### config.mk
export PLATFORM = sky130hd
export DESIGN_NAME = open_list_min_select
export DESIGN_NICKNAME = d
export VERILOG_FILES = /design/src/rtl/open_list_min_select.sv
export SDC_FILE = /design/constraint.sdc
export NUM_CORES = 1
export LEC_CHECK = 0
export ABC_AREA = 1
export BUFFER_PORTS_ARGS = -buffer_cell sky130_fd_sc_hd__buf_2
export CAP_MARGIN = 25
export CORE_ASPECT_RATIO = 1.25
export CORE_UTILIZATION = 56
export DETAILED_ROUTE_END_ITERATION = 7
export PLACE_DENSITY = 0.81
export SLEW_MARGIN = 10
export SYNTH_ARGS = -nofsm -noshare
export SYNTH_HDL_FRONTEND = slang
export SYNTH_SLANG_ARGS = --single-unit
### constraint.sdc
create_clock -name clk -period 12.9 [get_ports clk]
set_input_delay 2.58 -clock clk [delete_from_list [all_inputs] [get_ports clk]]
set_output_delay 2.58 -clock clk [all_outputs]
set_load 0.05 [all_outputs]
### src/rtl/open_list_min_select.sv
// Min-f selector behind the parallel open list: one prefetched head per queue,
// global minimum presented to the expansion stage over valid/ready.
package open_list_pkg;
  typedef struct packed {
    logic [15:0] f;
    logic [15:0] g;
    logic [15:0] pos;
  } node_array_t;
endpackage

// state   | meaning
// EMPTY   | no node buffered; pops the queue when it is non-empty
// PENDING | pop issued last cycle; response (or drained) lands this cycle
// FULL    | head node buffered; waits to win the selection
module open_list_min_select
  import open_list_pkg::*;
#(
  parameter int NUM_QUEUES = 8,
  parameter int IDX_W      = $clog2(NUM_QUEUES)
) (
  input  logic                          clk,
  input  logic                          rst,
  input  logic                          flush,
  input  logic [NUM_QUEUES-1:0]         queue_empty,
  input  logic [NUM_QUEUES-1:0]         queue_node_valid,
  input  node_array_t [NUM_QUEUES-1:0]  queue_node,
  output logic [NUM_QUEUES-1:0]         queue_pop,
  output logic                          out_valid,
  input  logic                          out_ready,
  output node_array_t                   out_node,
  output logic [IDX_W-1:0]              out_queue,
  output logic                          search_exhausted
);

  typedef enum logic [1:0] {
    S_EMPTY,
    S_PENDING,
    S_FULL
  } slot_state_t;

  slot_state_t slot_state [NUM_QUEUES];
  node_array_t slot_node  [NUM_QUEUES];

  logic             sel_found;
  logic [IDX_W-1:0] sel_idx;
  node_array_t      sel_node;
  logic             all_slots_empty;
  logic             load;

  always_comb begin
    queue_pop = '0;
    for (int i = 0; i < NUM_QUEUES; i++) begin
      queue_pop[i] = rst && !flush && (slot_state[i] == S_EMPTY) && !queue_empty[i];
    end
  end

  // Strict less-than keeps the lowest index on equal f.
  always_comb begin
    sel_found = 1'b0;
    sel_idx   = '0;
    sel_node  = '0;
    for (int i = 0; i < NUM_QUEUES; i++) begin
      if (slot_state[i] == S_FULL && (!sel_found || slot_node[i].f < sel_node.f)) begin
        sel_found = 1'b1;
        sel_idx   = IDX_W'(i);
        sel_node  = slot_node[i];
      end
    end
  end

  always_comb begin
    all_slots_empty = 1'b1;
    for (int i = 0; i < NUM_QUEUES; i++) begin
      if (slot_state[i] != S_EMPTY) all_slots_empty = 1'b0;
    end
  end

  assign load             = (!out_valid || out_ready) && sel_found;
  assign search_exhausted = (&queue_empty) && all_slots_empty && !out_valid;

  always_ff @(posedge clk) begin
    if (!rst) begin
      for (int i = 0; i < NUM_QUEUES; i++) begin
        slot_state[i] <= S_EMPTY;
        slot_node[i]  <= '0;
      end
      out_valid <= 1'b0;
      out_node  <= '0;
      out_queue <= '0;
    end else if (flush) begin
      for (int i = 0; i < NUM_QUEUES; i++) begin
        slot_state[i] <= S_EMPTY;
      end
      out_valid <= 1'b0;
    end else begin
      for (int i = 0; i < NUM_QUEUES; i++) begin
        case (slot_state[i])
          S_EMPTY: begin
            if (queue_pop[i]) slot_state[i] <= S_PENDING;
          end
          S_PENDING: begin
            // No response means the queue drained between status and pop.
            if (queue_node_valid[i]) begin
              slot_node[i]  <= queue_node[i];
              slot_state[i] <= S_FULL;
            end else begin
              slot_state[i] <= S_EMPTY;
            end
          end
          S_FULL: begin
            if (load && sel_idx == IDX_W'(i)) slot_state[i] <= S_EMPTY;
          end
          default: slot_state[i] <= S_EMPTY;
        endcase
      end
      if (load) begin
        out_valid <= 1'b1;
        out_node  <= sel_node;
        out_queue <= sel_idx;
      end else if (out_ready) begin
        out_valid <= 1'b0;
      end
    end
  end

endmodule

# Yosys cells after proc, flatten, opt, wreduce, memory -nomap -nowiden
# Memories as Yosys holds them, arrays and structs flattened.
# Index checks and enable logic that the tools add are counted.
# op_classes
n_reduce_logical	89
bitwise_logic	58
order_cmp	7
n_eq_ne	23
muxes	285
# op_table
op	count
$mux W48	16
$mux W1	215
$lt A16 B16 Y1	7
$mux W2	48
$or A1 B1 Y1	56
$logic_and A1 B1 Y1	35
$reduce_or A3 Y1	8
$mux W3	6
$reduce_bool A2 Y1	9
$logic_not A1 Y1	17
$eq A2 B1 Y1 const B	8
$eq A2 B2 Y1 const B	8
$logic_not A2 Y1	8
$eq A3 B3 Y1 const B	4
$logic_or A1 B1 Y1	8
$reduce_and A8 Y1	1
$eq A3 B2 Y1 const B	2
$eq A3 B1 Y1 const B	1
$logic_not A3 Y1	1
$not A1 Y1	2
$reduce_and A2 Y1	1
$reduce_or A2 Y1	1
# word_totals
in_bits	404
out_inout_bits	61
mem_bits_rw	400
register_bits	52
n_memories	2
word_cells	469
# memory_table
name	depth	width	read_ports	rd_clocked_by_memory_dff	write_ports	line_no	rtl
slot_node	8	48	8	0	8	42	node_array_t slot_node [NUM_QUEUES];
slot_state	8	2	8	0	8	41	slot_state_t slot_state [NUM_QUEUES];

# Depth between registers and ports, before layout
# Gate-level depths: netlist (run 1).
# An unclocked memory read counts as a cell.
# depth
ltp_word	40
depth_mapped	105
mapped_depth_nobuf	97

# Worst setup path before layout (run 1)
# OpenSTA, ideal clock, no wires.
# synth_path
path_kind	register to register
start	memory slot_state[0][1] (netlist bit)
end	memory slot_state[1][6] (netlist bit), enable pin
n_path_buf	8
required_ns	12.597
arrival_ns	10.796
period_less_slack_ns	11.099
path_stages_with_launch	85
setup_ns	0.303
path_slack_ns	1.801
path_cell_list	edfxtp_1 > nand2_1 > inv_1 > clkbuf_1 > nand2_1 > ha_1 > nand2_1 > inv_1 > o21ai_0 > nand2_1 > a41oi_1 > nand2_1 > nand2_4 > nand2_4 > clkbuf_1 > o21ai_0 > ha_1 > nand2_1 > [49 not listed] > nand2_2 > nand2_2 > clkbuf_1 > nand2_1 > o21ai_0 > ha_1 > nand2_1 > inv_1 > nand3_1 > a31oi_1 > a2111oi_0 > nand2_1 > nand2_2 > nand2_4 > buf_6 > nor2_1 > nand3_1 > nand4_1
# synth_lines
item	line_no
start, declared	41

==> impl_metrics.py, run 1 <==
metrics = {
    "clocking": {
        "cts.sinks": 452,
        "cts_buffer_depth": 3,
        "root_buffer": "clkbuf_16",
        "htreeDepth": 2,
        "clkTransAtPathRegs_ns": 0.07,
        "cts_buffers": 44,
        "cts_hold_buffers": 0,
        "clkLatencyLatePin_ns": 0.58,
        "cts_tree": "built",
    },
    "logic_synthesis": {
        "syn_inst": 2683,
        "synth-seq-area-share_pct": 55.17,
        "synth.distinct_cells": 28,
        "netlist_area_um2": 23640,
        "synth_nets": 3192,
        "synth.ff_latch_count": 452,
        "yosys-top-cells-area": "edfxtp_1 (51%), nand2_1 (8.0%), inv_1 (7.2%)",
        "async_flop_share_pct": 0,
        "synth_most_common_cell": "nand2_1",
        "synth.top_cell.area_share_pct": 50.69,
        "synth_edf_count": 399,
        "syn_area_per_cell_um2": 8.811,
        "yosysTopAreaCell": "edfxtp_1",
        "synth_top_cells_by_count": "nand2_1 (503), inv_1 (455), edfxtp_1 (399), nor2_1 (362), o21ai_0 (200)",
        "ys.flop_type": "edfxtp_1",
        "ys_warn_count": 0,
    },
    "sta": {
        "post-route-period-util_pct": 92.39,
        "skew_ns": 0.01661,
        "tightest_slew_ns": 0.9310,
        "setup_slack_ns": 0.9823,
        "drv_slew": 0,
        "tns_ns": 0,
        "setup_violations": 0,
        "max_freq_mhz": 83.91,
        "slew_headroom_pct": 37.36,
        "hold_viol": 0,
        "period_minus_slack_ns": 11.92,
    },
    "hold_path": {
        "hp-class": "register to register",
    },
    "placement": {
        "place_ws_ns": -1.314,
        "dp.cells": 3585,
        "post_dp_cell_area_um2": 26390,
        "gp_congestion": 0.9460,
        "port_buffers": 464,
        "dp_hpwl_um": 49170,
    },
    "routing": {
        "dr.pass1.iters": 5,
        "via_per_inst": 5.418,
        "drc": 0,
        "drt-initial-drc-count": 1528,
        "routed_wirelength_um": 65970,
        "ant_nets": 0,
        "vias": 19910,
        "wl_per_cell_um": 17.95,
    },
    "floorplan": {
        "ioPinCount": 465,
        "dieArea_um2": 43040,
        "die_h_um": 231.7,
        "die_w_um": 185.8,
        "core_um2": 41330,
        "start_util_pct": 57.19,
        "num_rows": 83,
    },
    "setup_path": {
        "critical_path_class": "register to register",
        "critical_path.most_common_cell": "nand2_1",
        "worst_ep_required_time_ns": 13.21,
        "crit_buf_inv": 3,
        "cp.arrival_ns": 12.23,
        "critPathMaxFanout": 33,
        "crit_family": "compound AO/OA/AOI/OAI gates",
        "end_kind": "register",
        "startpoint_type": "register",
        "cp_slowest_stage_delay_ns": 0.41,
        "slowest_stage": "dfxtp_1",
    },
    "cells_and_area": {
        "syn_to_final_growth_pct": 19.07,
        "stdcell_count": 3675,
        "final_core_util_pct": 68.10,
        "nets": 3594,
        "seq_area_um2": 13040,
        "drive_above_1_share_pct": 19.61,
        "fillCellCount": 3357,
        "final_area_um2": 28150,
        "multi_input_area_um2": 8499,
    },
    "grt": {
        "grt-ovfl-total": 0,
        "grt_first_pass_wirelength_um": 100200,
        "grt_usage_pct": 30.56,
        "grt_pass1_vias": 19180,
        "antenna_found_initial": 3,
        "grt_max_degree": 95,
    },
    "power": {
        "p_leak_nw": 13.90,
        "powerDensity_nw_per_um2": 140.4,
        "ir_drop_uv": 110.2,
    },
    "job": {
        "drv_cap": 0,
    },
    "status": {
        "status": "completed",
    },
}
## what timing repair did
action	CTS	global route
endpoints found under the hold margin	0	0
pin swaps	0	1
endpoints found under the setup margin	66	66
resized for setup	35	44
buffers inserted	0	3
## flip-flops by register name (all words and copies together), names as in the netlist
name,cells
out_node,48
out_valid,1
slot_state,16
out_queue,3
slot_node,384
## cell families (layout without fill, tap and decap cells)
kind of cell    after synthesis  count (layout)  synth area share (%)
other cells                   0               2                     0
compound gates              370             370                 8.829
fa+ha+maj                   105             105                 5.558
buf+inv                     603            1041                 9.840
flops                       452             452                 55.17
simple gates               1153            1153                 20.60
## power by group
group / switching, W / internal [W]
registers: 0.0000441 / 0.00169
logic: 0.000582 / 0.000282
clock network: 0.000570 / 0.000787
## worst min-delay path, stage by stage (launching register included)
cell and delay, ns:
dfxtp_1 0.31, nand2_1 0.06, a21oi_1 0.05
## layer usage
| layer | part of all wire [%] | wire length (µm) | vias to the layer above | track usage (%) |
|---|---|---|---|---|
| li1 | - | - | 9612 | - |
| met1 | 38 | 25180 | 9139 | 38.44 |
| met2 | 48 | 31920 | 986 | 51.07 |
| met3 | 8.2 | 5431 | 173 | 4.784 |
| met4 | 5.2 | 3423 | 2 | 15.14 |
| met5 | 0.029 | 19 | - | 0 |
## layout by cell type (no fill, tap or decap), drive strengths merged
master	synthesis	routed
o221a	2	2
nor2	362	362
nor4	13	13
clkinv	2	25
o211ai	66	66
edfxtp	399	399
diode	0	2
buf	28	500
clkbuf	116	49
inv	457	458
o21ai	200	200
nand3	186	186
ha	105	105
bufinv	0	7
a2111oi	7	7
dfxtp	53	53
a211oi	9	9
a21oi	81	81
clkinvlp	0	2
nand4	10	10
nor3	17	17
a41oi	1	1
nand3b	48	48
nand2	517	517
a31oi	4	4
## path summary, 6_finish.rpt
path         slack, ns                to  cells after the start        startpoint
min               0.46      out_node[22]                      2      out_node[22]
max               0.98  slot_state[0][4]                     72  slot_state[0][0]
max reg2reg       0.98  slot_state[0][4]                     72  slot_state[0][0]
min reg2reg       0.46      out_node[22]                      2      out_node[22]
## final cells by class
class | instances | share of cell area, %
Antenna cell | 2 | 0.01778
Clock inverter | 33 | 1.347
Sequential cell | 452 | 46.34
Multi-Input combinational cell | 1628 | 30.20
Timing Repair Buffer | 500 | 9.451
Tap cell | 552 | 2.454
Inverter | 459 | 6.139
Clock buffer | 49 | 4.054
## through the flow
step	hold slack, ns	total power [W]
final	0.4637	0.003953
after global routing	0.4812	0.004129
after CTS	0.4643	0.003938
after detailed placement	0.4548	0.002587
after global placement	0.4504	0.002565
after floorplan	0.4839	0.002318
No activity file was read; power rests on OpenSTA's default activity.
==> run 2: changes to the inputs <==
--- a/config.mk
+++ b/config.mk
@@ -6,10 +6,11 @@
 export NUM_CORES = 1
 export LEC_CHECK = 0
 export ABC_AREA = 1
-export BUFFER_PORTS_ARGS = -buffer_cell sky130_fd_sc_hd__buf_2
+export BUFFER_PORTS_ARGS = -buffer_cell sky130_fd_sc_hd__clkbuf_2
 export CAP_MARGIN = 25
 export CORE_ASPECT_RATIO = 1.25
 export CORE_UTILIZATION = 56
+export CTS_CLUSTER_DIAMETER = 200
 export DETAILED_ROUTE_END_ITERATION = 7
 export PLACE_DENSITY = 0.81
 export SLEW_MARGIN = 10
==> run 2 against run 1 <==
  * Flip-flop and latch count is the same
  * Utilization down 0.13 points
  * Sequential power is essentially flat
  * Clock power barely moved
  * Final cell count about the same
  * Global-route usage rose by 0.57 points
  * Largest power group unchanged
==> impl_metrics.py, run 2 (same netlist as run 1, synthesis figures left out) <==
metrics = {
    "status": {
        "status": "completed",
    },
    "setup_path": {
        "critPathMaxFanout": 33,
        "end_kind": "register",
        "slowest_stage": "dfxtp_1",
        "critical_path.most_common_cell": "nand2_1",
        "worst_ep_required_time_ns": 13.23,
        "critical_path_class": "register to register",
        "cp_slowest_stage_delay_ns": 0.41,
        "startpoint_type": "register",
        "crit_family": "simple AND/OR/NAND/NOR gates",
        "cp.arrival_ns": 12.18,
        "crit_buf_inv": 4,
    },
    "floorplan": {
        "ioPinCount": 465,
        "die_h_um": 231.7,
        "num_rows": 83,
        "die_w_um": 185.8,
        "start_util_pct": 57.19,
        "dieArea_um2": 43040,
        "core_um2": 41330,
    },
    "routing": {
        "dr.pass1.iters": 5,
        "wl_per_cell_um": 18.30,
        "drt-initial-drc-count": 1617,
        "ant_nets": 0,
        "via_per_inst": 5.435,
        "drc": 0,
        "vias": 19960,
        "routed_wirelength_um": 67200,
    },
    "cells_and_area": {
        "syn_to_final_growth_pct": 18.84,
        "largest_reg_flops": 384,
        "drive_above_1_share_pct": 19.61,
        "fillCellCount": 3315,
        "final_cell_mix": "nand2_1 (499), clkbuf_2 (463), inv_1 (450), edfxtp_1 (399), nor2_1 (359)",
        "antenna_cells": 0,
        "largestRegisters": "slot_node: 384 flops, out_node: 48 flops, slot_state: 16 flops",
        "layout_commonest_cell": "nand2_1",
        "stdcell_count": 3673,
        "nets": 3594,
        "top_register": "slot_node",
    },
    "sta": {
        "slew_headroom_pct": 39.23,
        "max_freq_mhz": 84.38,
        "period_minus_slack_ns": 11.85,
        "rsz0062_at_grt": "no",
        "post-route-period-util_pct": 91.87,
        "tightest_slew_ns": 0.9115,
        "drv_slew": 0,
        "skew_ns": 0.02425,
        "hold_viol": 0,
        "setup_violations": 0,
    },
    "grt": {
        "grt_max_degree": 95,
        "gr-max-usage-layer": "met2",
        "grt_pass1_vias": 19360,
        "grtUsageMet2_pct": 52.67,
        "grtUsageMet3_pct": 4.548,
        "grt_usage_pct": 31.13,
        "grt-ovfl-total": 0,
        "grt_first_pass_wirelength_um": 101800,
        "grt_use_met1_pct": 38.81,
        "antenna_found_initial": 0,
    },
    "power": {
        "total_power_w": 0.003929,
        "ir_drop_uv": 124.2,
        "p_leak_nw": 13.91,
        "powerDensity_nw_per_um2": 139.9,
    },
    "clocking": {
        "clkTransAtPathRegs_ns": 0.06,
        "cts_hold_buffers": 0,
        "htreeDepth": 2,
        "root_buffer": "clkbuf_16",
        "clkLatencyLatePin_ns": 0.59,
        "cts_buffer_depth": 3,
        "cts.sinks": 452,
        "cts_buffers": 45,
        "cts_tree": "built",
    },
    "placement": {
        "port_buffers": 464,
        "dp.cells": 3585,
        "dp_hpwl_um": 49350,
        "gp_congestion": 0.9402,
    },
    "hold_path": {
        "hp-class": "register to register",
    },
    "job": {
        "drv_cap": 0,
    },
}
[run 2: cell count changes in the layout (fill, tap and decap cells not counted), sizes merged]
cell,before,now
buf,500,36
clkbuf,49,521
inv,458,455
diode,2,0
bufinv,7,5
clkinvlp,2,1
clkinv,25,23
[run 2: routing by layer]
metal  wire, µm  vias up
li1           -     9605
met1      25390     9232
met2      33040      956
met3       5429      170
met4       3344        0
met5          0        -
[run 2: layout make-up]
cell class	instances	area, µm²	share of cell area (%)
inverter	459	1728	6.151
tap	552	690.7	2.458
clock buffer	58	1195	4.253
sequential	452	13040	46.43
timing repair buffer	499	2645	9.415
multi-input combinational	1628	8496	30.24
clock inverter	25	296.5	1.056
[run 2: path summary, 6_finish.rpt]
kind | endpoint | cells past startpoint | startpoint | slack, ns
worst max-delay path | slot_state[1][3] | 75 | slot_state[0][0] | 1.05
worst min-delay path | out_node[38] | 2 | out_node[38] | 0.47
worst max register to register | slot_state[1][3] | 75 | slot_state[0][0] | 1.05
worst min register to register | out_node[38] | 2 | out_node[38] | 0.47
[run 2: through the flow]
stage               setup TNS [ns]  util [%]  worst slack [ns]  cell area (µm²)  hold WS (ns)
finish                           0     67.97             1.048            28090        0.4671
global placement            -74.41     63.82            -1.184            26380        0.4528
CTS                              0     67.48           0.01663            27890        0.4682
floorplan                        0         -             1.801            23640        0.4839
detailed placement          -76.94     63.82            -1.257            26380        0.4550
global route                     0     67.97           0.02416            28090        0.4835
[run 2: tightest hold or removal path, stage by stage (launching register included)]
cell	delay, ns
dfxtp_1	0.31
nand2_1	0.06
a21oi_1	0.05
[run 2: report_power, final]
part	total [W]	switching (W)	leakage, nW	internal [W]
logic	0.000863	0.000583	8.61	0.000280
registers	0.00173	0.0000459	4.58	0.00169
clock network	0.00133	0.000571	0.724	0.000761
total	0.00393	0.00120	13.9	0.00273
[run 2: what timing repair did]
action,4_1_cts,5_1_grt
resized for setup,27,47
endpoints found under the setup margin,66,66
buffers inserted,0,3
==> run 3: changes to the inputs <==
--- a/config.mk
+++ b/config.mk
@@ -9,6 +9,7 @@
 export BUFFER_PORTS_ARGS = -buffer_cell sky130_fd_sc_hd__clkbuf_2
 export CAP_MARGIN = 25
 export CORE_ASPECT_RATIO = 1.25
+export CORE_MARGIN = 2
 export CORE_UTILIZATION = 56
 export CTS_CLUSTER_DIAMETER = 200
 export DETAILED_ROUTE_END_ITERATION = 7
==> run 3 against run 2 <==
  * Global-route usage is 0.84 points lower
  * Via count is 0.69% lower
  * Non-clock buffer count is 1 lower
  * Worst hold slack worse by 0.0023 ns
  * Combinational power is 0.6% lower
  * Critical path depth is 2 lower
  * Setup slack worse by 0.12 ns
  * Count of clock-buffer cells in the layout is 6 lower
  * Die area is 1.9% higher
  * Critical path type unchanged
  * Critical endpoint is now out_node[7]
  * Largest cell class unchanged
  * Highest routed layer unchanged
==> impl_metrics.py, run 3 (same netlist as run 1, synthesis figures left out) <==
metrics = {
    "power": {
        "p_sw_share_pct": 30.57,
        "internal-power_w": 0.002753,
        "pwr-share-clk_pct": 34.6,
        "seq_power_share_pct": 43.8,
        "ir_drop_uv": 99.77,
        "powerDensity_nw_per_um2": 140.8,
        "p_leak_nw": 13.93,
        "p_comb_share_pct": 21.6,
        "total_power_w": 0.003965,
        "p_sw_w": 0.001212,
    },
    "sta": {
        "hold_viol": 0,
        "period_minus_slack_ns": 11.97,
        "post-route-period-util_pct": 92.79,
        "drv_slew": 0,
        "slew_headroom_pct": 39.30,
        "setup_violations": 0,
        "tightest_slew_ns": 0.9022,
        "max_freq_mhz": 83.54,
        "holdWs_ns": 0.4648,
        "skew_ns": 0.01788,
    },
    "setup_path": {
        "critical_path_class": "register to register",
        "critical_path.most_common_cell": "nand2_1",
        "slowest_stage": "dfxtp_1",
        "worst_ep_required_time_ns": 13.35,
        "cp_slowest_stage_delay_ns": 0.35,
        "startpoint_type": "register",
        "crit_family": "compound AO/OA/AOI/OAI gates",
        "crit_buf_inv": 5,
        "r2r_setup_slack_ns": 0.93,
        "critPathMaxFanout": 48,
        "end_kind": "register",
        "cp.arrival_ns": 12.42,
    },
    "cells_and_area": {
        "final_cell_mix": "nand2_1 (502), clkbuf_2 (463), inv_1 (452), edfxtp_1 (399), nor2_1 (360)",
        "syn_to_final_growth_pct": 19.10,
        "layout_commonest_cell": "nand2_1",
        "nets": 3593,
        "stdcell_count": 3682,
        "drive_above_1_share_pct": 19.38,
        "top_register": "slot_node",
        "largestRegisters": "slot_node: 384 flops, out_node: 48 flops, slot_state: 16 flops",
        "fillCellCount": 3352,
        "largest_reg_flops": 384,
    },
    "clocking": {
        "cts_buffers": 45,
        "htreeDepth": 2,
        "cts_tree": "built",
        "clkLatencyLatePin_ns": 0.58,
        "cts.sinks": 452,
        "root_buffer": "clkbuf_16",
        "cts_hold_buffers": 0,
        "cts_buffer_depth": 3,
        "clkTransAtPathRegs_ns": 0.06,
    },
    "routing": {
        "ant_nets": 0,
        "wl_per_cell_um": 18.36,
        "drc": 0,
        "vias": 19830,
        "dr.pass1.iters": 6,
        "via_per_inst": 5.385,
        "drt-initial-drc-count": 1863,
        "routed_wirelength_um": 67590,
    },
    "placement": {
        "dp.cells": 3593,
        "gp_congestion": 0.9296,
        "dp_hpwl_um": 50410,
        "port_buffers": 464,
    },
    "floorplan": {
        "core_um2": 41830,
        "dieArea_um2": 43880,
        "die_h_um": 233.7,
        "ioPinCount": 465,
        "num_rows": 84,
        "die_w_um": 187.8,
        "start_util_pct": 56.51,
    },
    "hold_path": {
        "hp-class": "register to register",
    },
    "grt": {
        "grt-ovfl-total": 0,
        "antenna_found_initial": 3,
        "grt_usage_pct": 30.29,
        "grt_pass1_vias": 19120,
        "grt_max_degree": 97,
        "grt_first_pass_wirelength_um": 102600,
    },
    "job": {
        "drv_cap": 0,
    },
    "status": {
        "status": "completed",
    },
}
## run 3: cell count changes in the layout (fill, tap and decap cells not counted), moves of 3 or more
cell	before	now
buf_4	31	25
clkinvlp_4	1	6
nand2_2	10	7
clkbuf_1	11	5
o21ai_2	11	4
nand2_1	499	502
o21ai_1	21	27
## run 3: layout make-up
| class | instances | area (µm²) | area share, % |
|---|---|---|---|
| antenna | 2 | 5.005 | 0.01778 |
| clock buffer | 52 | 1184 | 4.204 |
| multi-input combinational | 1628 | 8472 | 30.09 |
| tap | 559 | 699.4 | 2.484 |
| clock inverter | 32 | 352.8 | 1.253 |
| sequential | 452 | 13040 | 46.32 |
| timing repair buffer | 498 | 2676 | 9.506 |
| inverter | 459 | 1723 | 6.119 |
## run 3: what timing repair did
item | CTS | global route
setup buffers | 0 | 0
setup endpoints to repair | 66 | 66
cloned | 0 | 0
resized for setup | 20 | 39
## run 3: metrics by stage
step                      util, %   TNS (ns)  cell area [µm²]  worst slack [ns]
after floorplan                 -          0            23640             1.801
after global placement      63.11     -20.40            26400           -0.3657
after detailed placement    63.16     -29.44            26420           -0.5721
after CTS                   66.87  -0.006900            27970         -0.006900
after global routing        67.29  -0.006906            28150         -0.006906
final                       67.31          0            28150            0.9298
## run 3: path summary, 6_finish.rpt
check / from / to / cells after the start
hold / removal: out_node[27] / out_node[27] / 2
setup / recovery: slot_state[0][0] / out_node[7] / 73
hold reg to reg: out_node[27] / out_node[27] / 2
setup reg to reg: slot_state[0][0] / out_node[7] / 73
## run 3: routing by layer
metal | GRT usage [%] | part of all wire (%) | vias to the layer above
met3 | 4.537 | 8.6 | 155
li1 | - | - | 9605
met5 | 0 | 0 | -
met2 | 51.66 | 49 | 1005
met4 | 13.98 | 4.5 | 0
met1 | 38.35 | 38 | 9061
## run 3: worst register-to-register path: cells and delay by family, from the launching register on
family	cells	cell delay (ns)
adder cells (fa/ha/maj)	7	2.19
AO/OA/AOI/OAI	22	4.40
AND/OR/NAND/NOR	39	4.16
buffers and inverters	5	0.77
flip-flops	1	0.35
## run 3: power groups by stage
stage	Sequential, W	Combinational, W	Clock (W)
after CTS	0.00173	0.000836	0.00138
after floorplan	0.00183	0.000488	0
after global routing	0.00174	0.000952	0.00144
after global placement	0.00176	0.000808	0
after detailed placement	0.00176	0.000829	0
final	0.00174	0.000858	0.00137
